## config.mk

```make
export PLATFORM = sky130hd
export DESIGN_NAME = instr_sequencer_flat
export DESIGN_NICKNAME = d
export VERILOG_FILES = /design/src/rtl/instr_sequencer_if.sv /design/src/rtl/instr_sequencer.sv /design/src/flat_wrapper.sv
export SDC_FILE = /design/constraint.sdc
export NUM_CORES = 1
export LEC_CHECK = 0
export BUFFER_PORTS_ARGS = -buffer_cell sky130_fd_sc_hd__buf_2
export CAP_MARGIN = 10
export CORE_MARGIN = 2
export CORE_UTILIZATION = 66
export CTS_BUF_LIST = sky130_fd_sc_hd__clkbuf_16
export CTS_CLUSTER_DIAMETER = 60
export DETAILED_ROUTE_END_ITERATION = 12
export HOLD_SLACK_MARGIN = 0.1
export PLACE_DENSITY_LB_ADDON = 0.08
export SETUP_SLACK_MARGIN = 0.15
export SLEW_MARGIN = 20
export SYNTH_ARGS = -nofsm -noshare
export SYNTH_HDL_FRONTEND = slang
export SYNTH_SLANG_ARGS = --single-unit
```

## constraint.sdc

```tcl
create_clock -name clk -period 7.2 [get_ports clk]
set_input_delay 1.44 -clock clk [delete_from_list [all_inputs] [get_ports clk]]
set_output_delay 1.44 -clock clk [all_outputs]
set_load 0.01 [all_outputs]
```

## src/rtl/instr_sequencer_if.sv

```systemverilog
`default_nettype none
// ============================================================================
// Module   : instr_sequencer_if
// Brief    : Host/processor bus bundle for instr_sequencer (optional loop_cnt
//            present only when SEQ_LOOP_EN is defined).
// Revision : 1.0 - initial release
// ============================================================================
interface instr_sequencer_if #(
    parameter int OPW    = 3,
    parameter int REGW   = 5,
    parameter int CONSTW = 16,
    parameter int PCW    = 4
);
    localparam int c_IW = OPW + 3*REGW + CONSTW;

    logic              prog_we;
    logic [PCW-1:0]    prog_addr;
    logic [c_IW-1:0]   prog_data;
    logic [PCW:0]      prog_len;
`ifdef SEQ_LOOP_EN
    logic [7:0]        loop_cnt;
`endif
    logic              start;
    logic              abort;
    logic              done;
    logic [OPW-1:0]    instr;
    logic [REGW-1:0]   reg1;
    logic [REGW-1:0]   reg2;
    logic [REGW-1:0]   reg3;
    logic [CONSTW-1:0] cnst;     // immediate field ("const" is a reserved word)
    logic              issue;
    logic [PCW:0]      pc;
    logic              busy;
    logic              finished;

    modport master (
`ifdef SEQ_LOOP_EN
        input  loop_cnt,
`endif
        input  prog_we, prog_addr, prog_data, prog_len, start, abort, done,
        output instr, reg1, reg2, reg3, cnst, issue, pc, busy, finished
    );

    modport slave (
`ifdef SEQ_LOOP_EN
        output loop_cnt,
`endif
        output prog_we, prog_addr, prog_data, prog_len, start, abort, done,
        input  instr, reg1, reg2, reg3, cnst, issue, pc, busy, finished
    );
endinterface
`default_nettype wire

```

## src/rtl/instr_sequencer.sv

```systemverilog
`default_nettype none
// ============================================================================
// Module   : instr_sequencer
// Brief    : Loadable program memory issuing instruction words to a processor,
//            paced on its done handshake. Define SEQ_LOOP_EN for repeat passes.
// Revision : 1.0 - initial release
// ============================================================================
module instr_sequencer #(
    parameter int OPW    = 3,
    parameter int REGW   = 5,
    parameter int CONSTW = 16,
    parameter int PCW    = 4
) (
    input  logic                 clk,
    input  logic                 rst,
    instr_sequencer_if.master    bus
);
    localparam int c_IW = OPW + 3*REGW + CONSTW;
    localparam int c_DEPTH = 2**PCW;
    localparam logic [PCW:0] c_DEPTH_V = {1'b1, {PCW{1'b0}}};
    localparam logic [PCW:0] c_ONE     = {{PCW{1'b0}}, 1'b1};

    typedef enum logic [2:0] {
        S_IDLE     = 3'd0,
        S_WAIT_RDY = 3'd1,
        S_WAIT_ACK = 3'd2,
        S_DRAIN    = 3'd3,
        S_FIN      = 3'd4
    } state_t;

    state_t            r_state;
    state_t            w_next_state;
    logic [c_IW-1:0]   r_mem [c_DEPTH];
    logic [PCW:0]      r_pc;
    logic [PCW:0]      r_len;
    logic [OPW-1:0]    r_op;
    logic [REGW-1:0]   r_reg1;
    logic [REGW-1:0]   r_reg2;
    logic [REGW-1:0]   r_reg3;
    logic [CONSTW-1:0] r_imm;
    logic              r_issue;
    logic              r_finished;
`ifdef SEQ_LOOP_EN
    logic [7:0]        r_loops;
`endif

    logic              w_load;
    logic              w_issue;
    logic              w_rewind;
    logic              w_fin;
    logic [PCW:0]      w_len_clamped;
    logic [c_IW-1:0]   w_word;

    assign w_len_clamped = (bus.prog_len > c_DEPTH_V) ? c_DEPTH_V : bus.prog_len;
    assign w_word        = r_mem[r_pc[PCW-1:0]];

    always_comb begin
        w_next_state = r_state;
        w_load       = 1'b0;
        w_issue      = 1'b0;
        w_rewind     = 1'b0;
        w_fin        = 1'b0;
        case (r_state)
            S_IDLE: begin
                if (bus.start) begin
                    w_load       = 1'b1;
                    w_next_state = (w_len_clamped == '0) ? S_FIN : S_WAIT_RDY;
                end
            end
            S_WAIT_RDY: begin
                if (bus.done) begin
                    w_issue      = 1'b1;
                    w_next_state = S_WAIT_ACK;
                end
            end
            S_WAIT_ACK: begin
                // done low means the processor has taken the issued word
                if (!bus.done) begin
                    if (r_pc < r_len) begin
                        w_next_state = S_WAIT_RDY;
                    end
`ifdef SEQ_LOOP_EN
                    else if (r_loops != 8'd0) begin
                        w_rewind     = 1'b1;
                        w_next_state = S_WAIT_RDY;
                    end
`endif
                    else begin
                        w_next_state = S_DRAIN;
                    end
                end
            end
            S_DRAIN: begin
                if (bus.done) begin
                    w_next_state = S_FIN;
                end
            end
            S_FIN: begin
                w_fin        = 1'b1;
                w_next_state = S_IDLE;
            end
            default: begin
                w_next_state = S_IDLE;
            end
        endcase

        if (bus.abort) begin
            w_next_state = S_IDLE;
            w_load       = 1'b0;
            w_issue      = 1'b0;
            w_rewind     = 1'b0;
            w_fin        = 1'b0;
        end
    end

    always_ff @(posedge clk or posedge rst) begin
        if (rst) begin
            r_state <= S_IDLE;
        end else begin
            r_state <= w_next_state;
        end
    end

    // Program store is deliberately outside the reset domain so it survives rst
    always_ff @(posedge clk) begin
        if (bus.prog_we && (r_state == S_IDLE)) begin
            r_mem[bus.prog_addr] <= bus.prog_data;
        end
    end

    always_ff @(posedge clk or posedge rst) begin
        if (rst) begin
            r_pc       <= '0;
            r_len      <= '0;
            r_op       <= '0;
            r_reg1     <= '0;
            r_reg2     <= '0;
            r_reg3     <= '0;
            r_imm      <= '0;
            r_issue    <= 1'b0;
            r_finished <= 1'b0;
`ifdef SEQ_LOOP_EN
            r_loops    <= 8'd0;
`endif
        end else begin
            r_issue    <= w_issue;
            r_finished <= w_fin;
            if (w_load) begin
                r_pc    <= '0;
                r_len   <= w_len_clamped;
`ifdef SEQ_LOOP_EN
                r_loops <= bus.loop_cnt;
`endif
            end else if (w_issue) begin
                r_pc <= r_pc + c_ONE;
                {r_op, r_reg1, r_reg2, r_reg3, r_imm} <= w_word;
            end else if (w_rewind) begin
                r_pc    <= '0;
`ifdef SEQ_LOOP_EN
                r_loops <= r_loops - 8'd1;
`endif
            end
        end
    end

    assign bus.instr    = r_op;
    assign bus.reg1     = r_reg1;
    assign bus.reg2     = r_reg2;
    assign bus.reg3     = r_reg3;
    assign bus.cnst     = r_imm;
    assign bus.issue    = r_issue;
    assign bus.pc       = r_pc;
    assign bus.busy     = (r_state != S_IDLE);
    assign bus.finished = r_finished;

endmodule
`default_nettype wire
```

## src/flat_wrapper.sv

```systemverilog
// flat-port wrapper written by rule: the top's interface ports become plain ports
module instr_sequencer_flat 
#(
    parameter int OPW    = 3,
    parameter int REGW   = 5,
    parameter int CONSTW = 16,
    parameter int PCW    = 4
)
  (clk, rst, bus_prog_we, bus_prog_addr, bus_prog_data, bus_prog_len, bus_start, bus_abort, bus_done, bus_instr, bus_reg1, bus_reg2, bus_reg3, bus_cnst, bus_issue, bus_pc, bus_busy, bus_finished);
  instr_sequencer_if #(.OPW(OPW), .REGW(REGW), .CONSTW(CONSTW), .PCW(PCW)) bus_i ();
  input  logic clk;
  input  logic rst;
  input wire logic [$bits(bus_i.prog_we)-1:0] bus_prog_we;
  input wire logic [$bits(bus_i.prog_addr)-1:0] bus_prog_addr;
  input wire logic [$bits(bus_i.prog_data)-1:0] bus_prog_data;
  input wire logic [$bits(bus_i.prog_len)-1:0] bus_prog_len;
  input wire logic [$bits(bus_i.start)-1:0] bus_start;
  input wire logic [$bits(bus_i.abort)-1:0] bus_abort;
  input wire logic [$bits(bus_i.done)-1:0] bus_done;
  output wire logic [$bits(bus_i.instr)-1:0] bus_instr;
  output wire logic [$bits(bus_i.reg1)-1:0] bus_reg1;
  output wire logic [$bits(bus_i.reg2)-1:0] bus_reg2;
  output wire logic [$bits(bus_i.reg3)-1:0] bus_reg3;
  output wire logic [$bits(bus_i.cnst)-1:0] bus_cnst;
  output wire logic [$bits(bus_i.issue)-1:0] bus_issue;
  output wire logic [$bits(bus_i.pc)-1:0] bus_pc;
  output wire logic [$bits(bus_i.busy)-1:0] bus_busy;
  output wire logic [$bits(bus_i.finished)-1:0] bus_finished;
  assign bus_i.prog_we = bus_prog_we;
  assign bus_i.prog_addr = bus_prog_addr;
  assign bus_i.prog_data = bus_prog_data;
  assign bus_i.prog_len = bus_prog_len;
  assign bus_i.start = bus_start;
  assign bus_i.abort = bus_abort;
  assign bus_i.done = bus_done;
  assign bus_instr = bus_i.instr;
  assign bus_reg1 = bus_i.reg1;
  assign bus_reg2 = bus_i.reg2;
  assign bus_reg3 = bus_i.reg3;
  assign bus_cnst = bus_i.cnst;
  assign bus_issue = bus_i.issue;
  assign bus_pc = bus_i.pc;
  assign bus_busy = bus_i.busy;
  assign bus_finished = bus_i.finished;
  instr_sequencer #(.OPW(OPW), .REGW(REGW), .CONSTW(CONSTW), .PCW(PCW)) u_core (.clk(clk), .rst(rst), .bus(bus_i));
endmodule
```

==> impl_results.html <==
<table>
<tr><th>Metric</th><th>Value</th></tr>
<tr><th colspan="2">Outcome</th></tr>
<tr><td>Status</td><td>finished clean</td></tr>
<tr><th colspan="2">Timing</th></tr>
<tr><td>RSZ-0062 raised after global routing</td><td>no</td></tr>
<tr><td>Final clock period utilization by the worst path</td><td>0.530</td></tr>
<tr><td>Summed negative setup slack over all endpoints</td><td>0 ns</td></tr>
<tr><td>Tightest Pin Transition</td><td>~1.1 ns</td></tr>
<tr><td>Top achievable clock speed</td><td>262 MHz</td></tr>
<tr><td>Slew margin rel.</td><td>0.259</td></tr>
<tr><td>Setup violation total in the final timing report</td><td>0</td></tr>
<tr><td>Hold violation count in the final report</td><td>0</td></tr>
<tr><td>Worst clock skew on the final layout</td><td>~0.012 ns</td></tr>
<tr><td>Slew Viols, Final</td><td>0</td></tr>
<tr><td>Post-route minimum period</td><td>about 3.8 ns</td></tr>
<tr><td>Worst Setup Slack, final</td><td>3.38 ns</td></tr>
<tr><th colspan="2">Clocking</th></tr>
<tr><td>Number of buffers inserted to repair setup after CTS</td><td>0</td></tr>
<tr><td>Gates resized, CTS repair</td><td>0</td></tr>
<tr><td>H-tree levels</td><td>2</td></tr>
<tr><td>Clock-pin slew reported for the worst setup and hold paths after clock tree synthesis</td><td>~0.060 ns</td></tr>
<tr><td>Number of CTS-inserted buffers</td><td>55</td></tr>
<tr><td>Clock root buffer master</td><td>sky130_fd_sc_hd__clkbuf_16</td></tr>
<tr><td>Count of clock tree sinks</td><td>593</td></tr>
<tr><td>Cts-stage hold buffer count</td><td>0</td></tr>
<tr><td>CTS tree</td><td>yes</td></tr>
<tr><td>CTS Buffer Depth</td><td>3</td></tr>
<tr><td>Clk Latency, worst-skew pair</td><td>0.58 ns</td></tr>
<tr><th colspan="2">Place</th></tr>
<tr><td>Placement-stage cell area</td><td>approximately 0.024 sq mm</td></tr>
<tr><td>Buffers added on ports</td><td>90</td></tr>
<tr><td>RD Place Congestion</td><td>roughly 0.75</td></tr>
<tr><td>Placement-stage worst setup slack</td><td>3.40 ns</td></tr>
<tr><td>Dpl hpwl</td><td>about 24000 um</td></tr>
<tr><th colspan="2">Worst setup path</th></tr>
<tr><td>Worst Setup Start Kind</td><td>flop</td></tr>
<tr><td>List of cells traversed by the critical path</td><td>buf_4, buf_2</td></tr>
<tr><td>Worst setup slack for register-to-register paths</td><td>3.87 ns</td></tr>
<tr><td>CP peak stage delay</td><td>approximately 0.77 ns</td></tr>
<tr><td>Data arrival time at the worst-slack endpoint</td><td>~2.4 ns</td></tr>
<tr><td>Critical path endpoint category</td><td>primary output</td></tr>
<tr><td>Maximum fanout along the worst path</td><td>51</td></tr>
<tr><td>Number of cells on the worst reg-to-reg path</td><td>6</td></tr>
<tr><td>Crit Reg-Reg Startpoint</td><td>u_core.bus.pc[0]</td></tr>
<tr><td>WP data required</td><td>5.76 ns</td></tr>
<tr><td>R2R Path End</td><td>u_core.bus.reg3[1]</td></tr>
<tr><td>Worst Setup Path Type</td><td>flop to primary output</td></tr>
<tr><td>Critical-path cell with the highest stage delay</td><td>sky130_fd_sc_hd__buf_4</td></tr>
<tr><th colspan="2">GRT</th></tr>
<tr><td>Number of antenna violations at the first check in global routing</td><td>3</td></tr>
<tr><td>Global-route wire length before repair</td><td>just over 70000 um</td></tr>
<tr><td>Total GRT Usage</td><td>0.275</td></tr>
<tr><td>Via count of the first global-routing pass</td><td>about 11000</td></tr>
<tr><td>Total congestion overflow</td><td>0</td></tr>
<tr><td>Maximum number of pins on one net before global-route repair</td><td>between 70 and 80</td></tr>
<tr><th colspan="2">Synth</th></tr>
<tr><td>Post-synth ARST share</td><td>0.0826</td></tr>
<tr><td>Number of synthesis warnings</td><td>0</td></tr>
<tr><td>Share of the yosys chip area belonging to registers</td><td>0.771</td></tr>
<tr><td>Ranking of synthesized cells by instance count</td><td>sky130_fd_sc_hd__edfxtp_1 (544), sky130_fd_sc_hd__mux2i_1 (165), sky130_fd_sc_hd__nor2_1 (86)</td></tr>
<tr><td>Gate Count Post-Synth</td><td>1188</td></tr>
<tr><td>Synth top area share</td><td>0.717</td></tr>
<tr><td>Count of flip-flops with a built-in enable after synthesis</td><td>about 540</td></tr>
<tr><td>Synthesized area per cell</td><td>between 15 and 20 sq um</td></tr>
<tr><td>Area contributors post-synth</td><td>sky130_fd_sc_hd__edfxtp_1 (72%), sky130_fd_sc_hd__mux2i_1 (7.3%), sky130_fd_sc_hd__mux4_2 (6.9%), sky130_fd_sc_hd__dfrtp_1 (5.4%), sky130_fd_sc_hd__o22ai_1 (1.8%)</td></tr>
<tr><td>Synthesized area</td><td>around 0.023 sq mm</td></tr>
<tr><td>Leading register cell type out of synthesis</td><td>sky130_fd_sc_hd__edfxtp_1</td></tr>
<tr><td>Mapped Nets</td><td>roughly 1200</td></tr>
<tr><td>FF+latch count, synth</td><td>~590</td></tr>
<tr><td>Cell with the most instances after synthesis</td><td>sky130_fd_sc_hd__edfxtp_1</td></tr>
<tr><td>Library cell with the largest summed area after synthesis</td><td>sky130_fd_sc_hd__edfxtp_1</td></tr>
<tr><td>Count of different cell masters after synthesis</td><td>42</td></tr>
<tr><th colspan="2">Worst hold path</th></tr>
<tr><td>Type of the worst min-delay path</td><td>flop to flop</td></tr>
<tr><td>Endpoint, Worst Hold</td><td>u_core.r_len[0]</td></tr>
<tr><td>Cell depth of the worst min-delay path</td><td>2</td></tr>
<tr><td>Start point of the worst min-delay path</td><td>u_core.r_len[0]</td></tr>
<tr><th colspan="2">Route</th></tr>
<tr><td>Number of nets with antenna violations after detailed routing</td><td>0</td></tr>
<tr><td>Number of remaining DRC errors</td><td>0</td></tr>
<tr><td>Drt initial violations</td><td>around 1000</td></tr>
<tr><td>Routed via count divided by cell count</td><td>roughly 6.3</td></tr>
<tr><td>WL per Instance</td><td>around 27 um</td></tr>
<tr><td>Iteration count of the initial detailed-routing pass</td><td>7</td></tr>
<tr><td>Via count</td><td>11373</td></tr>
<tr><td>Wirelength, routed</td><td>a little under 50000 um</td></tr>
<tr><th colspan="2">Die</th></tr>
<tr><td>Core region area</td><td>about 0.034 sq mm</td></tr>
<tr><td>Die W</td><td>190 um</td></tr>
<tr><td>Die span in y</td><td>190 um</td></tr>
<tr><td>Die area</td><td>~0.036 sq mm</td></tr>
<tr><td>Initial Util</td><td>0.664</td></tr>
<tr><td>Row cnt</td><td>slightly below 70</td></tr>
<tr><td>Ports placed on the boundary</td><td>91</td></tr>
<tr><th colspan="2">Layout</th></tr>
<tr><td>Relative area change from synthesis to final layout</td><td>12.2%</td></tr>
<tr><td>Post-route cell area</td><td>0.0256 sq mm</td></tr>
<tr><td>Number of filler instances in the final layout</td><td>around 2000</td></tr>
<tr><td>Post-layout nets</td><td>1354</td></tr>
<tr><td>Fraction of layout cells with a size suffix above 1</td><td>0.221</td></tr>
<tr><th colspan="2">Power</th></tr>
<tr><td>Static leakage</td><td>~8.3 nW</td></tr>
<tr><td>Power per Cell Area</td><td>between 200 and 300 mW/mm^2</td></tr>
<tr><td>Largest voltage drop on the vdd net</td><td>235 uV</td></tr>
<tr><th colspan="2">Flow run</th></tr>
<tr><td># Max-Cap Violations</td><td>0</td></tr>
</table>
==> worst max-delay path by stage <==
stage / endpoint / start / slack, ns / cells after the start
after detailed placement: u_core.r_mem[0][1] / bus_prog_addr[1] / 3.40 / 4
after floorplan: u_core.r_mem[0][0] / bus_prog_addr[1] / 2.52 / 2
after global placement: u_core.r_mem[0][1] / bus_prog_addr[1] / 3.53 / 4
after CTS: bus_pc[2] / u_core.bus.pc[2] / 3.34 / 2
final: bus_pc[2] / u_core.bus.pc[2] / 3.38 / 2
after global routing: bus_pc[2] / u_core.bus.pc[2] / 3.30 / 2
==> power breakdown <==
part / internal (mW) / switching, mW / leakage [nW]
clock: 1.68 / 1.21 / 0.952
combinational: 0.269 / 0.347 / 1.86
sequential: 3.87 / 0.0909 / 5.48
==> sequential cells by signal (all words and copies together) (netlist names) <==
| signal | cells |
|---|---|
| u_core.r_mem | 544 |
| u_core.bus.cnst | 16 |
| u_core.bus.pc | 5 |
| u_core.bus.reg1 | 5 |
| u_core.bus.reg2 | 5 |
| u_core.bus.reg3 | 5 |
| u_core.r_len | 5 |
| u_core.bus.instr | 3 |
| u_core.r_state | 3 |
| u_core.bus.finished | 1 |
| u_core.bus.issue | 1 |
==> per-stage QoR <==
| step | hold slack (ns) | utilization | power [mW] | std cells |
|---|---|---|---|---|
| global route | 0.548 | 0.745 | 7.69 | 1802 |
| CTS | 0.518 | 0.745 | 7.51 | 1801 |
| floorplan | 0.449 | - | 4.43 | 1188 |
| finish | 0.521 | 0.745 | 7.47 | 1803 |
| detailed placement | 0.497 | 0.692 | 4.66 | 1698 |
| global placement | 0.481 | 0.692 | 4.64 | 1698 |
==> layer usage <==
layer  share of wire  track usage
met2            0.50        0.460
met1            0.41        0.381
met5         0.00056            0
met4           0.028       0.0897
met3           0.060       0.0428
==> critical path, delay by kind of cell, from the launching register on <==
family / cells / cell delay (ns)
buffers and inverters: 2 / 1.03
flip-flops: 1 / 0.74
==> cells in the final DEF (no fill, tap or decap), types with 2 or more instances in the layout <==
cell                         synthesis  layout
sky130_fd_sc_hd__nand3b_1            4       4
sky130_fd_sc_hd__buf_4               3      28
sky130_fd_sc_hd__nor2_4              0      12
sky130_fd_sc_hd__nor2_1             86      74
sky130_fd_sc_hd__dfrtp_4             0       3
sky130_fd_sc_hd__clkbuf_16           0      57
sky130_fd_sc_hd__ha_1                5       5
sky130_fd_sc_hd__mux2i_1           165     165
sky130_fd_sc_hd__diode_2             0       2
sky130_fd_sc_hd__xor2_1              3       3
sky130_fd_sc_hd__clkinv_1            0       8
sky130_fd_sc_hd__o21ai_0             7       7
sky130_fd_sc_hd__buf_2              33      90
sky130_fd_sc_hd__edfxtp_1          544     544
sky130_fd_sc_hd__nand4_1             3       3
sky130_fd_sc_hd__inv_1               7      23
sky130_fd_sc_hd__nand2_1            14      14
sky130_fd_sc_hd__clkinv_2            1      11
sky130_fd_sc_hd__nand3_2             0       2
sky130_fd_sc_hd__clkinvlp_4          0       2
sky130_fd_sc_hd__bufinv_16           0       7
sky130_fd_sc_hd__dfrtp_1            49      45
sky130_fd_sc_hd__nand3_1             6       4
sky130_fd_sc_hd__nor3_2              4       8
sky130_fd_sc_hd__a21oi_1            36      36
sky130_fd_sc_hd__nand2b_1            4       4
sky130_fd_sc_hd__mux4_2             70      70
sky130_fd_sc_hd__o22ai_1            66      66
sky130_fd_sc_hd__nor3_1             35      31
==> kinds of logic (layout without fill, tap and decap cells) <==
family,after synthesis,count (layout),share of synthesized area
DFF,593,593,0.771
muxes,236,236,0.142
and+or+nand+nor,164,164,0.0333
AOI/OAI and AO/OA,115,115,0.0297
buffers and inverters,72,230,0.0199
adders and majority gates,5,5,0.00275
xor gates and xnor gates,3,3,0.00115
other,0,2,0
==> cell type report <==
class	instances	area [sq um]	area share
inverter	8	32.5	0.00127
timing repair buffer	119	681	0.0266
multi-input combinational	523	4880	0.191
sequential	593	17600	0.688
clock inverter	46	383	0.0150
antenna	2	5.00	0.000196
clock buffer	57	1430	0.0558
tap	455	569	0.0223
(Power assumes the default switching activity.)
